===== src/rtl/fifo_uart_tx.sv =====
// -----------------------------------------------------------------------------
// fifo_uart_tx
//   Drains an 8-deep synchronous FIFO one byte at a time and sends each byte
//   as an 8N1 UART frame: one start bit (0), DATA_W data bits LSB first, and
//   one stop bit (1). Each bit is held for CLKS_PER_BIT clock cycles.
//   A new byte is popped only after the previous frame has finished, so the
//   FIFO sees back-pressure whenever the serial line is slower than the
//   producer.
//
// Ports
//   clk         in   system clock, all logic on the rising edge
//   reset       in   synchronous active-low reset (0 = reset)
//   tx_en       in   1 = allowed to start new frames
//   fifo_empty  in   FIFO empty flag
//   fifo_data   in   FIFO data_out, valid the cycle after fifo_rd_e
//   fifo_rd_e   out  FIFO read enable, one-cycle pulse per byte
//   tx          out  serial line, idles high
//   busy        out  high from FETCH through the end of STOP
//   byte_done   out  one-cycle pulse in the last cycle of the stop bit
//
// Timing (from a falling fifo_empty seen in IDLE at cycle N)
//   N+1 : FETCH, fifo_rd_e high
//   N+2 : LOAD, fifo_data captured into the shift register
//   N+3 : START, tx low
//   Frame is 10*CLKS_PER_BIT cycles; back-to-back frames are separated by
//   2 idle-high cycles (FETCH + LOAD).
// -----------------------------------------------------------------------------
module fifo_uart_tx #(
  parameter int CLKS_PER_BIT = 4,
  parameter int DATA_W       = 8
) (
  input  logic              clk,
  input  logic              reset,
  input  logic              tx_en,
  input  logic              fifo_empty,
  input  logic [DATA_W-1:0] fifo_data,
  output logic              fifo_rd_e,
  output logic              tx,
  output logic              busy,
  output logic              byte_done
);

  localparam int BAUD_W = (CLKS_PER_BIT > 1) ? $clog2(CLKS_PER_BIT) : 1;
  localparam int BIT_W  = (DATA_W > 1) ? $clog2(DATA_W) : 1;

  localparam logic [BAUD_W-1:0] BAUD_LAST = BAUD_W'(CLKS_PER_BIT - 1);
  localparam logic [BIT_W-1:0]  BIT_LAST  = BIT_W'(DATA_W - 1);

  typedef enum logic [2:0] {
    IDLE,
    FETCH,
    LOAD,
    START,
    DATA,
    STOP
  } state_e;

  state_e              state_q,     state_d;
  logic [BAUD_W-1:0]   baud_q,      baud_d;
  logic [BIT_W-1:0]    bit_q,       bit_d;
  logic [DATA_W-1:0]   shift_q,     shift_d;
  logic                tx_q,        tx_d;
  logic                rd_e_q,      rd_e_d;
  logic                busy_q,      busy_d;
  logic                byte_done_q, byte_done_d;

  // A new frame may start only when enabled and the FIFO has data in the
  // very cycle the decision is taken, so a pop never hits an empty FIFO.
  logic can_pop;
  assign can_pop = tx_en && !fifo_empty;

  logic baud_wrap;
  assign baud_wrap = (baud_q == BAUD_LAST);

  // ---------------------------------------------------------------------------
  // Next-state logic
  // ---------------------------------------------------------------------------
  always_comb begin
    state_d = state_q;
    baud_d  = baud_q;
    bit_d   = bit_q;
    shift_d = shift_q;

    unique case (state_q)
      IDLE: begin
        if (can_pop) begin
          state_d = FETCH;
        end
      end

      FETCH: begin
        state_d = LOAD;
      end

      LOAD: begin
        shift_d = fifo_data;
        baud_d  = '0;
        bit_d   = '0;
        state_d = START;
      end

      START: begin
        if (baud_wrap) begin
          baud_d  = '0;
          state_d = DATA;
        end else begin
          baud_d = baud_q + 1'b1;
        end
      end

      DATA: begin
        if (baud_wrap) begin
          baud_d  = '0;
          shift_d = shift_q >> 1;
          if (bit_q == BIT_LAST) begin
            bit_d   = '0;
            state_d = STOP;
          end else begin
            bit_d = bit_q + 1'b1;
          end
        end else begin
          baud_d = baud_q + 1'b1;
        end
      end

      STOP: begin
        if (baud_wrap) begin
          baud_d  = '0;
          state_d = can_pop ? FETCH : IDLE;
        end else begin
          baud_d = baud_q + 1'b1;
        end
      end

      default: begin
        state_d = IDLE;
        baud_d  = '0;
        bit_d   = '0;
      end
    endcase
  end

  // ---------------------------------------------------------------------------
  // Output decode from the next state, so every output comes straight from a
  // flop and lines up with state_q in the same cycle.
  // ---------------------------------------------------------------------------
  always_comb begin
    tx_d        = 1'b1;
    rd_e_d      = (state_d == FETCH);
    busy_d      = (state_d != IDLE);
    byte_done_d = (state_d == STOP) && (baud_d == BAUD_LAST);

    if (state_d == START) begin
      tx_d = 1'b0;
    end else if (state_d == DATA) begin
      tx_d = shift_d[0];
    end
  end

  // ---------------------------------------------------------------------------
  // Registers
  // ---------------------------------------------------------------------------
  always_ff @(posedge clk) begin
    if (!reset) begin
      state_q     <= IDLE;
      baud_q      <= '0;
      bit_q       <= '0;
      shift_q     <= '0;
      tx_q        <= 1'b1;
      rd_e_q      <= 1'b0;
      busy_q      <= 1'b0;
      byte_done_q <= 1'b0;
    end else begin
      state_q     <= state_d;
      baud_q      <= baud_d;
      bit_q       <= bit_d;
      shift_q     <= shift_d;
      tx_q        <= tx_d;
      rd_e_q      <= rd_e_d;
      busy_q      <= busy_d;
      byte_done_q <= byte_done_d;
    end
  end

  assign tx        = tx_q;
  assign fifo_rd_e = rd_e_q;
  assign busy      = busy_q;
  assign byte_done = byte_done_q;

endmodule


===== config.mk =====
export PLATFORM = sky130hd
export DESIGN_NAME = fifo_uart_tx
export DESIGN_NICKNAME = d
export VERILOG_FILES = /design/src/rtl/fifo_uart_tx.sv
export SDC_FILE = /design/constraint.sdc
export NUM_CORES = 1
export LEC_CHECK = 0
export BUFFER_PORTS_ARGS = -buffer_cell sky130_fd_sc_hd__buf_2
export CORE_UTILIZATION = 59
export CTS_BUF_LIST = sky130_fd_sc_hd__clkbuf_8 sky130_fd_sc_hd__clkbuf_16
export DETAILED_ROUTE_END_ITERATION = 7
export PLACE_DENSITY = 0.91
export SLEW_MARGIN = 20
export SYNTH_ARGS = -nofsm -noshare
export SYNTH_HDL_FRONTEND = slang
export SYNTH_SLANG_ARGS = --single-unit

===== constraint.sdc =====
create_clock -name clk -period 4.7 [get_ports clk]
set_clock_uncertainty 0.2 [all_clocks]
set_input_delay 0.47 -clock clk [delete_from_list [all_inputs] [get_ports clk]]
set_output_delay 0.47 -clock clk [all_outputs]
set_load 0.02 [all_outputs]

==> impl_summary.log, run 1 <==
[metrics] result of the run: finished, final reports clean
[metrics] DRC violations left: 0
[metrics] H-tree levels: 1
[metrics] die span in x: 44.51 µm
[metrics] Final Slew Violations: 0
[metrics] main area contributors after synthesis: sky130_fd_sc_hd__dfxtp_1 38%, sky130_fd_sc_hd__o21ai_0 4.2%, sky130_fd_sc_hd__buf_6 4.2%, sky130_fd_sc_hd__a21oi_1 3.8%, sky130_fd_sc_hd__mux2i_1 3.8%
[metrics] Total Die Area: 0.001981 mm²
[metrics] Async SR Flop Fraction: 0
[metrics] ratio of routed vias to standard cells: 5.980
[metrics] root cell of the clock tree: sky130_fd_sc_hd__clkbuf_8
[metrics] clock input transition at the sequential cells of the worst setup and hold paths: 0.07 ns
[metrics] worst supply voltage drop on vdd: 0.2560 mV
[metrics] portion of the clock cycle consumed by the worst path in the final layout: 0.4183
[metrics] worst-path fanout max: 9
[metrics] RSZ-0062 raised after global routing: false
[metrics] Max Freq: 508.7 MHz
[metrics] start point of the worst hold path: bit_q[1]$_SDFFE_PN0P_
[metrics] first-pass GRT wire length: 3567 µm
[metrics] number of resized instances in the post-cts repair step: 0
[metrics] post-synthesis cell type count: 46
[metrics] Pwr Density: 311.7 mW/mm²
[metrics] capture point of the worst reg-to-reg path: tx$_SDFF_PN1_
[metrics] register bit total from synthesis: 20
[metrics] mean area per synthesized cell: 9.351 µm²
[metrics] post-detailed-routing wire length: 2195 µm
[metrics] sum of internal, switching and leakage power: 360.3 µW
[metrics] Max Buffers Root-to-Sink: 2
[metrics] transition at the pin with the smallest max-transition slack: 0.6998 ns
[metrics] endpoint of the worst hold path: bit_q[1]$_SDFFE_PN0P_
[metrics] Final #Nets: 142
[metrics] antenna violations before repair: 0
[metrics] overall routing resource usage: 0.2523
[metrics] area leader, netlist: sky130_fd_sc_hd__dfxtp_1
[metrics] total number of yosys warnings: 0
[metrics] r2r startpoint: baud_q[0]$_SDFF_PN0_
[metrics] summed negative setup slack over all endpoints: 0 ns
[metrics] area fraction of the dominant cell type after synthesis: 0.3756
[metrics] total overflow reported by the global router: 0
[metrics] half-perimeter wire length after detailed placement: 1613 µm
[metrics] total number of vias: 897
[metrics] total core area: 0.001594 mm²
[metrics] std cell rows: 14
[metrics] Top FF cell, synth: sky130_fd_sc_hd__dfxtp_1
[metrics] number of buffers inserted to repair setup after CTS: 0
[metrics] Worst Setup Start Kind: flip-flop
[metrics] via count of the first global-routing pass: 788
[metrics] number of cells traversed by the worst hold path: 2
[metrics] hold crit path type: reg2reg
[metrics] Worst Reg2Reg Path Length in Cells: 5
[metrics] share of layout cells above drive strength 1: 0.2619
[metrics] worst slew margin relative to its limit: 0.5328
[metrics] CP endpoint kind: flip-flop
[metrics] Clock Sinks: 20
[metrics] fill cell total of the finished layout: 118
[metrics] instance count of the mapped netlist: 114
[metrics] Hold Vio Cnt, Final: 0
[metrics] pin count of the biggest net entering global routing: 19
[metrics] count of pins on the block boundary: 16
[metrics] critical path class: reg2reg
[metrics] count of input and output buffers: 15
[metrics] Final setup viols: 0
[metrics] average routed wire per standard cell: 14.63 µm
[metrics] First DRT Iteration DRCs: 25
[metrics] antenna viol nets, final: 0
[metrics] cell area after technology mapping: 0.001066 mm²
[metrics] min cycle time layout: 1.966 ns
[metrics] clock tree from TritonCTS: yes
[metrics] Net Count, Synth: 129
[metrics] number of maximum-capacitance violations: 0
[metrics] effective utilization at floorplan: 0.6688
[metrics] worst-case hold slack: 0.3116 ns
[metrics] R2R Setup Slk: 2.73 ns
[metrics] last weighted congestion value of the routability-driven placer: 0.8305
[metrics] arrival time reported for the critical path endpoint: 1.89 ns
[metrics] layout overhead on the synthesized area: 8.451%
[metrics] antenna cell count: 0
[metrics] required time of the worst setup path: 4.63 ns
[metrics] number of buffers added to fix hold violations after cts: 0
[metrics] Post-synth EDFFs: 0
[metrics] drt first pass iters: 4
[metrics] DIE HEIGHT: 44.51 µm
[metrics] clock latency on the worst-skew pair: 0.26 ns
[metrics] number of buffers added by the clock tree synthesis step: 3
[metrics] sequential element share of the synthesized area: 0.3756
[metrics] Leak: 0.4653 nW
-- logic make-up (layout without fill, tap and decap cells) --
| logic type | after synthesis | count (layout) | synth area share |
|---|---|---|---|
| adder cells (fa/ha/maj) | 3 | 3 | 0.03522 |
| AND/OR/NAND/NOR | 35 | 35 | 0.2042 |
| buffers and inverters | 12 | 24 | 0.08332 |
| flip-flops | 20 | 20 | 0.3756 |
| AO/OA/AOI/OAI | 40 | 40 | 0.2641 |
| multiplexers | 4 | 4 | 0.03756 |
-- cell usage after synthesis (2+ instances only) --
cell type / instances
sky130_fd_sc_hd__dfxtp_1: 20
sky130_fd_sc_hd__o21ai_0: 9
sky130_fd_sc_hd__a21oi_1: 8
sky130_fd_sc_hd__nor2_1: 8
sky130_fd_sc_hd__o22ai_1: 6
sky130_fd_sc_hd__buf_6: 4
sky130_fd_sc_hd__inv_1: 4
sky130_fd_sc_hd__mux2i_1: 4
sky130_fd_sc_hd__nand2_1: 4
sky130_fd_sc_hd__and2_1: 3
sky130_fd_sc_hd__ha_1: 3
sky130_fd_sc_hd__a21oi_4: 2
sky130_fd_sc_hd__nand2b_1: 2
sky130_fd_sc_hd__nand3_1: 2
sky130_fd_sc_hd__nand4_1: 2
sky130_fd_sc_hd__o21ai_1: 2
sky130_fd_sc_hd__o21bai_1: 2
-- layer usage --
layer / wire length [µm] / GRT usage / up-vias
li1: - / - / 441
met1: 981 / 0.3342 / 414
met2: 1029 / 0.3853 / 35
met3: 130 / 0.04898 / 7
met4: 53 / 0.1333 / 0
met5: 0 / 0 / -
-- critical path: stages (launching register included) --
cell and delay [ns]:
sky130_fd_sc_hd__dfxtp_1 0.36, sky130_fd_sc_hd__ha_1 0.42, sky130_fd_sc_hd__nand2_1 0.23, sky130_fd_sc_hd__o211ai_1 0.30
sky130_fd_sc_hd__and2_4 0.21, sky130_fd_sc_hd__a41oi_2 0.12
-- sequential cells by signal (all words and copies together), names as in the netlist --
signal / flops
baud_q: 2
state_q: 3
shift_q: 8
byte_done: 1
tx: 1
fifo_rd_e: 1
bit_q: 3
busy: 1
-- how the worst max path moves through the flow --
stage	cells after the start	from	end	slack (ns)
global placement	5	reset	tx$_SDFF_PN1_	2.76
global route	4	state_q[2]$_SDFF_PN0_	shift_q[4]$_SDFFE_PN0P_	2.60
finish	5	baud_q[0]$_SDFF_PN0_	tx$_SDFF_PN1_	2.73
detailed placement	5	baud_q[0]$_SDFF_PN0_	tx$_SDFF_PN1_	2.77
CTS	5	baud_q[0]$_SDFF_PN0_	tx$_SDFF_PN1_	2.76
floorplan	6	baud_q[0]$_SDFF_PN0_	tx$_SDFF_PN1_	3.09
-- report_power, final --
group / total, mW / switching [mW] / leakage, nW / internal, mW
combinational: 0.0437 / 0.0245 / 0.274 / 0.0192
sequential: 0.188 / 0.00952 / 0.163 / 0.178
clock: 0.129 / 0.0545 / 0.0288 / 0.0745
-- stage by stage --
step / utilization / std cells / area, µm² / worst slack, ns
after floorplan: - / 114 / 1066 / 3.093
after global placement: 0.6907 / 146 / 1101 / 2.763
after detailed placement: 0.6907 / 146 / 1101 / 2.771
after CTS: 0.7253 / 150 / 1156 / 2.760
after global routing: 0.7253 / 150 / 1156 / 2.605
final: 0.7253 / 150 / 1156 / 2.734
-- placed cells by master (no fill, tap or decap), drive strengths merged, types with 2 or more instances in the layout --
cell type	instances
a211oi	2
a21boi	2
a21oi	11
and2	4
and3	2
buf	15
clkbuf	4
dfxtp	20
ha	3
inv	4
mux2i	4
nand2	4
nand2b	2
nand3	2
nand3b	2
nand4	2
nor2	8
nor2b	2
o21ai	12
o21bai	2
o22ai	6
-- area by class of cell --
class,instances,area [µm²],area share
Timing Repair Buffer,15,75.07,0.06493
Multi-Input combinational cell,82,576.8,0.4989
Sequential cell,20,400.4,0.3463
Inverter,5,18.77,0.01623
Clock buffer,4,55.05,0.04762
Tap cell,24,30.03,0.02597
Note: power is estimated with default switching activity, not from simulation.
==> run 2: changes to the inputs <==
--- a/config.mk
+++ b/config.mk
@@ -6,10 +6,10 @@
 export NUM_CORES = 1
 export LEC_CHECK = 0
 export BUFFER_PORTS_ARGS = -buffer_cell sky130_fd_sc_hd__buf_2
-export CORE_UTILIZATION = 59
+export CORE_UTILIZATION = 49
 export CTS_BUF_LIST = sky130_fd_sc_hd__clkbuf_8 sky130_fd_sc_hd__clkbuf_16
 export DETAILED_ROUTE_END_ITERATION = 7
-export PLACE_DENSITY = 0.91
+export PLACE_DENSITY = 0.82
 export SLEW_MARGIN = 20
 export SYNTH_ARGS = -nofsm -noshare
 export SYNTH_HDL_FRONTEND = slang
==> constraint.sdc (replaced) <==
create_clock -name clk -period 1.6 [get_ports clk]
set_clock_uncertainty 0.2 [all_clocks]
set_input_delay 0.16 -clock clk [delete_from_list [all_inputs] [get_ports clk]]
set_output_delay 0.16 -clock clk [all_outputs]
set_load 0.02 [all_outputs]
==> impl_summary.log, run 2 (synthesized netlist as in run 1, its figures left out) <==
[metrics] largest register by flop count: shift_q
[metrics] Post-Layout Cell Count: 173
[metrics] drt first pass iters: 4
[metrics] flip-flop count of the largest register after layout: 8
[metrics] die span in x: 48.64 µm
[metrics] share of layout cells above drive strength 1: 0.4315
[metrics] first-pass GRT wire length: 4236 µm
[metrics] highest metal layer with signal wires: met4
[metrics] count of input and output buffers: 15
[metrics] First DRT Iteration DRCs: 34
[metrics] count of pins on the block boundary: 16
[metrics] ratio of routed vias to standard cells: 5.798
[metrics] antenna viol nets, final: 0
[metrics] worst slew margin relative to its limit: 0.8104
[metrics] critical path class: reg2reg
[metrics] wire length on met1: 1098 µm
[metrics] Final setup viols: 1
[metrics] pin count of the biggest net entering global routing: 13
[metrics] Detail Route met3 WL: 123 µm
[metrics] arrival time reported for the critical path endpoint: 1.53 ns
[metrics] post-detailed-routing wire length: 2556 µm
[metrics] summed negative setup slack over all endpoints: -0.01193 ns
[metrics] last weighted congestion value of the routability-driven placer: 0.8391
[metrics] antenna cell count: 0
[metrics] layout overhead on the synthesized area: 27.82%
[metrics] number of maximum-capacitance violations: 0
[metrics] cell count after placement: 169
[metrics] RSZ-0062 raised after global routing: true
[metrics] DRC violations left: 0
[metrics] min cycle time layout: 1.612 ns
[metrics] overall routing resource usage: 0.2306
[metrics] worst supply voltage drop on vdd: 0.4854 mV
[metrics] effective utilization at floorplan: 0.5325
[metrics] least setup slack across all paths after layout: -0.01193 ns
[metrics] Max Freq: 620.4 MHz
[metrics] hold crit path type: in2reg
[metrics] antenna violations before repair: 0
[metrics] commonest cells after routing, fill and taps aside: 20 x sky130_fd_sc_hd__buf_4, 15 x sky130_fd_sc_hd__buf_2, 13 x sky130_fd_sc_hd__dfxtp_1
[metrics] std cell rows: 16
[metrics] total number of vias: 1003
[metrics] half-perimeter wire length after detailed placement: 1847 µm
[metrics] met2 layer wire length in the routed design: 1323 µm
[metrics] portion of the clock cycle consumed by the worst path in the final layout: 1.007
[metrics] Clock Sinks: 20
[metrics] largest registers: shift_q: 8 flops, bit_q: 3 flops, state_q: 3 flops
[metrics] Leak: 0.5573 nW
[metrics] number of buffers inserted to repair setup after CTS: 0
[metrics] commonest non-fill, non-tap cell in the layout: sky130_fd_sc_hd__buf_4
[metrics] number of buffers added by the clock tree synthesis step: 3
[metrics] total core area: 0.002002 mm²
[metrics] clock latency on the worst-skew pair: 0.25 ns
[metrics] clock input transition at the sequential cells of the worst setup and hold paths: 0.07 ns
[metrics] CP endpoint kind: flip-flop
[metrics] transition at the pin with the smallest max-transition slack: 0.2845 ns
[metrics] Total Die Area: 0.002366 mm²
[metrics] required time of the worst setup path: 1.52 ns
[metrics] DIE HEIGHT: 48.64 µm
[metrics] H-tree levels: 1
[metrics] average routed wire per standard cell: 14.77 µm
[metrics] Final Slew Violations: 0
[metrics] worst-case hold slack: 0.01395 ns
[metrics] via count of the first global-routing pass: 969
[metrics] worst-path fanout max: 4
[metrics] total overflow reported by the global router: 0
[metrics] Post-Place Worst Slack: -0.1381 ns
[metrics] violated checks: setup timing
[metrics] root cell of the clock tree: sky130_fd_sc_hd__clkbuf_8
[metrics] Max Buffers Root-to-Sink: 2
[metrics] Final #Nets: 163
[metrics] Pwr Density: 764.5 mW/mm²
[metrics] Worst Setup Start Kind: flip-flop
[metrics] sum of internal, switching and leakage power: 1.042 mW
[metrics] Hold Vio Cnt, Final: 0
[metrics] clock tree from TritonCTS: yes
[metrics] result of the run: complete, but fails checks
[run 2: per-layer routing]
metal / vias to the layer above / track usage
met3: 2 / 0.04717
met4: 0 / 0.08824
met5: - / 0
met1: 483 / 0.2846
li1: 478 / -
met2: 40 / 0.3912
[run 2: final timing paths]
kind | startpoint | to | slack (ns) | cells after the start
max | bit_q[0]$_SDFFE_PN0P_ | tx$_SDFF_PN1_ | -0.01 | 6
max reg2reg | bit_q[0]$_SDFFE_PN0P_ | tx$_SDFF_PN1_ | -0.01 | 6
min reg2reg | shift_q[7]$_SDFFE_PN0P_ | shift_q[7]$_SDFFE_PN0P_ | 0.29 | 2
min | fifo_data[1] | shift_q[1]$_SDFFE_PN0P_ | 0.01 | 3
[run 2: timing repair]
action,in CTS,in global routing
setup endpoints to repair,17,10
resized for setup,6,9
endpoints found under the hold margin,1,0
gates cloned,0,0
hold buffers,1,0
pin swaps,3,5
[run 2: final cells by class]
type / count / area, µm²
sequential: 20 / 409.1
clock buffer: 3 / 41.29
tap: 27 / 33.78
fill: 154 / 639.4
timing repair buffer: 36 / 235.2
inverter: 5 / 18.77
multi-input combinational: 82 / 624.3
[run 2: power by group]
| group | internal [mW] | switching [mW] |
|---|---|---|
| Clock | 0.167 | 0.153 |
| Sequential | 0.524 | 0.0232 |
| Combinational | 0.0875 | 0.0864 |
[run 2: critical path: stages, from the launching register on]
cell,delay (ns)
sky130_fd_sc_hd__dfxtp_2,0.34
sky130_fd_sc_hd__ha_4,0.16
sky130_fd_sc_hd__ha_4,0.15
sky130_fd_sc_hd__a21o_1,0.18
sky130_fd_sc_hd__o211ai_1,0.11
sky130_fd_sc_hd__and2_4,0.21
sky130_fd_sc_hd__a41oi_2,0.12
[run 2: through the flow]
| step | utilization | area, µm² |
|---|---|---|
| after floorplan | - | 1066 |
| after global placement | 0.6269 | 1255 |
| after detailed placement | 0.6269 | 1255 |
| after CTS | 0.6619 | 1325 |
| after global routing | 0.6806 | 1363 |
| final | 0.6806 | 1363 |
==> run 3: changes to the inputs <==
--- a/config.mk
+++ b/config.mk
@@ -9,6 +9,7 @@
 export CORE_UTILIZATION = 49
 export CTS_BUF_LIST = sky130_fd_sc_hd__clkbuf_8 sky130_fd_sc_hd__clkbuf_16
 export DETAILED_ROUTE_END_ITERATION = 7
+export MAX_ROUTING_LAYER = met4
 export PLACE_DENSITY = 0.82
 export SLEW_MARGIN = 20
 export SYNTH_ARGS = -nofsm -noshare
==> impl_summary.log, run 3 (synthesized netlist as in run 1, its figures left out) <==
[metrics] share of layout cells above drive strength 1: 0.4315
[metrics] Final Cell Area: 0.001363 mm²
[metrics] count of pins on the block boundary: 16
[metrics] number of buffers added by the clock tree synthesis step: 3
[metrics] area taken by flip-flops and latches: 409.1 µm²
[metrics] Most Used Layer, Global Route: met2
[metrics] Max stage delay cell, worst path: sky130_fd_sc_hd__dfxtp_2
[metrics] Final Slew Violations: 0
[metrics] antenna violations before repair: 0
[metrics] via count of the first global-routing pass: 968
[metrics] average routed wire per standard cell: 14.77 µm
[metrics] met1 global-route usage: 0.2846
[metrics] first-pass GRT wire length: 4236 µm
[metrics] Hold Vio Cnt, Final: 0
[metrics] last weighted congestion value of the routability-driven placer: 0.8522
[metrics] largest register by flop count: shift_q
[metrics] Max Freq: 617.9 MHz
[metrics] total core area: 0.002002 mm²
[metrics] worst-case hold slack: 0.01433 ns
[metrics] arrival time reported for the critical path endpoint: 1.53 ns
[metrics] pin count of the biggest net entering global routing: 13
[metrics] total overflow reported by the global router: 0
[metrics] Clock Sinks: 20
[metrics] root cell of the clock tree: sky130_fd_sc_hd__clkbuf_8
[metrics] effective utilization at floorplan: 0.5325
[metrics] required time of the worst setup path: 1.51 ns
[metrics] area used by multi-input combinational logic: 624.3 µm²
[metrics] worst-path fanout max: 4
[metrics] instance area at placement: 0.001255 mm²
[metrics] antenna viol nets, final: 0
[metrics] die span in x: 48.64 µm
[metrics] std cell rows: 16
[metrics] maximum single-stage delay on the critical path: 0.34 ns
[metrics] Total Die Area: 0.002366 mm²
[metrics] share of the core filled with cells: 0.6806
[metrics] Leak: 0.5573 nW
[metrics] DIE HEIGHT: 48.64 µm
[metrics] drt first pass iters: 4
[metrics] GRT met2 Usage: 0.3912
[metrics] clock latency on the worst-skew pair: 0.25 ns
[metrics] First DRT Iteration DRCs: 34
[metrics] post-detailed-routing wire length: 2556 µm
[metrics] clock input transition at the sequential cells of the worst setup and hold paths: 0.07 ns
[metrics] Pwr Density: 764.3 mW/mm²
[metrics] overall routing resource usage: 0.2372
[metrics] summed negative setup slack over all endpoints: -0.01835 ns
[metrics] worst supply voltage drop on vdd: 0.4850 mV
[metrics] Final #Nets: 163
[metrics] portion of the clock cycle consumed by the worst path in the final layout: 1.011
[metrics] Post-Layout Cell Count: 173
[metrics] met3 routing resource usage after global routing: 0.04717
[metrics] RSZ-0062 raised after global routing: true
[metrics] cell count after placement: 169
[metrics] DRC violations left: 0
[metrics] number of maximum-capacitance violations: 0
[metrics] largest registers: shift_q: 8 flops, bit_q: 3 flops, state_q: 3 flops
[metrics] CP endpoint kind: flip-flop
[metrics] Final setup viols: 1
[metrics] violated checks: setup timing
[metrics] commonest non-fill, non-tap cell in the layout: sky130_fd_sc_hd__buf_4
[metrics] sum of internal, switching and leakage power: 1.041 mW
[metrics] flip-flop count of the largest register after layout: 8
[metrics] number of cells traversed by the worst hold path: 3
[metrics] commonest cells after routing, fill and taps aside: 20 x sky130_fd_sc_hd__buf_4, 15 x sky130_fd_sc_hd__buf_2, 13 x sky130_fd_sc_hd__dfxtp_1
[metrics] worst slew margin relative to its limit: 0.8101
[metrics] Worst Setup Start Kind: flip-flop
[metrics] layout overhead on the synthesized area: 27.82%
[metrics] least setup slack across all paths after layout: -0.01835 ns
[metrics] clock tree from TritonCTS: yes
[metrics] ratio of routed vias to standard cells: 5.844
[metrics] critical-path cell list: ha_4, ha_4, a21o_1, o211ai_1, and2_4, a41oi_2
[metrics] antenna cell count: 0
[metrics] transition at the pin with the smallest max-transition slack: 0.2848 ns
[metrics] Worst Reg2Reg Path Length in Cells: 6
[metrics] fill cell total of the finished layout: 154
[metrics] half-perimeter wire length after detailed placement: 1847 µm
[metrics] min cycle time layout: 1.618 ns
[metrics] H-tree levels: 1
[metrics] hold crit path type: in2reg
[metrics] count of input and output buffers: 15
[metrics] Post-Place Worst Slack: -0.1381 ns
[metrics] critical path class: reg2reg
[metrics] Max Buffers Root-to-Sink: 2
[metrics] cell mode on critical path: sky130_fd_sc_hd__ha_4
[metrics] total number of vias: 1011
[metrics] result of the run: complete, but fails checks
==> run 3: cell counts in the layout (fill, tap and decap cells not counted) <==
No cell type changed its count.
==> run 3: metal layers <==
metal  up-vias  part of all wire
met4         0            0.0031
met5         -                 0
li1        478                 -
met2        43              0.51
met1       488              0.44
met3         2             0.047
==> run 3: repair_timing <==
action,4_1_cts,5_1_grt
gates resized for setup,6,9
setup buffers,0,0
endpoints found under the setup margin,17,10
hold endpoints to repair,1,0
hold buffers,1,0
gates cloned,0,0
pin swaps,3,5
==> run 3: layout make-up <==
class | count | area share
sequential | 20 | 0.3003
tap | 27 | 0.02479
timing repair buffer | 36 | 0.1726
clock buffer | 3 | 0.03030
inverter | 5 | 0.01377
multi-input combinational | 82 | 0.4582
==> run 3: worst max-delay path, delay by kind of cell, from the launching register on <==
kind,cells,cell delay [ns]
flip-flops,1,0.34
adder cells (fa/ha/maj),2,0.31
AND/OR/NAND/NOR,1,0.21
AO/OA/AOI/OAI,3,0.42
==> run 3: final timing paths <==
check | startpoint | endpoint | slack (ns)
max | bit_q[0]$_SDFFE_PN0P_ | tx$_SDFF_PN1_ | -0.02
min | fifo_data[1] | shift_q[1]$_SDFFE_PN0P_ | 0.01
max reg2reg | bit_q[0]$_SDFFE_PN0P_ | tx$_SDFF_PN1_ | -0.02
min reg2reg | shift_q[7]$_SDFFE_PN0P_ | shift_q[7]$_SDFFE_PN0P_ | 0.29
==> run 3: power by group <==
part           internal, mW  switching (mW)  leakage, nW
combinational        0.0875          0.0869        0.369
clock                 0.167           0.153       0.0216
sequential            0.524          0.0230        0.166
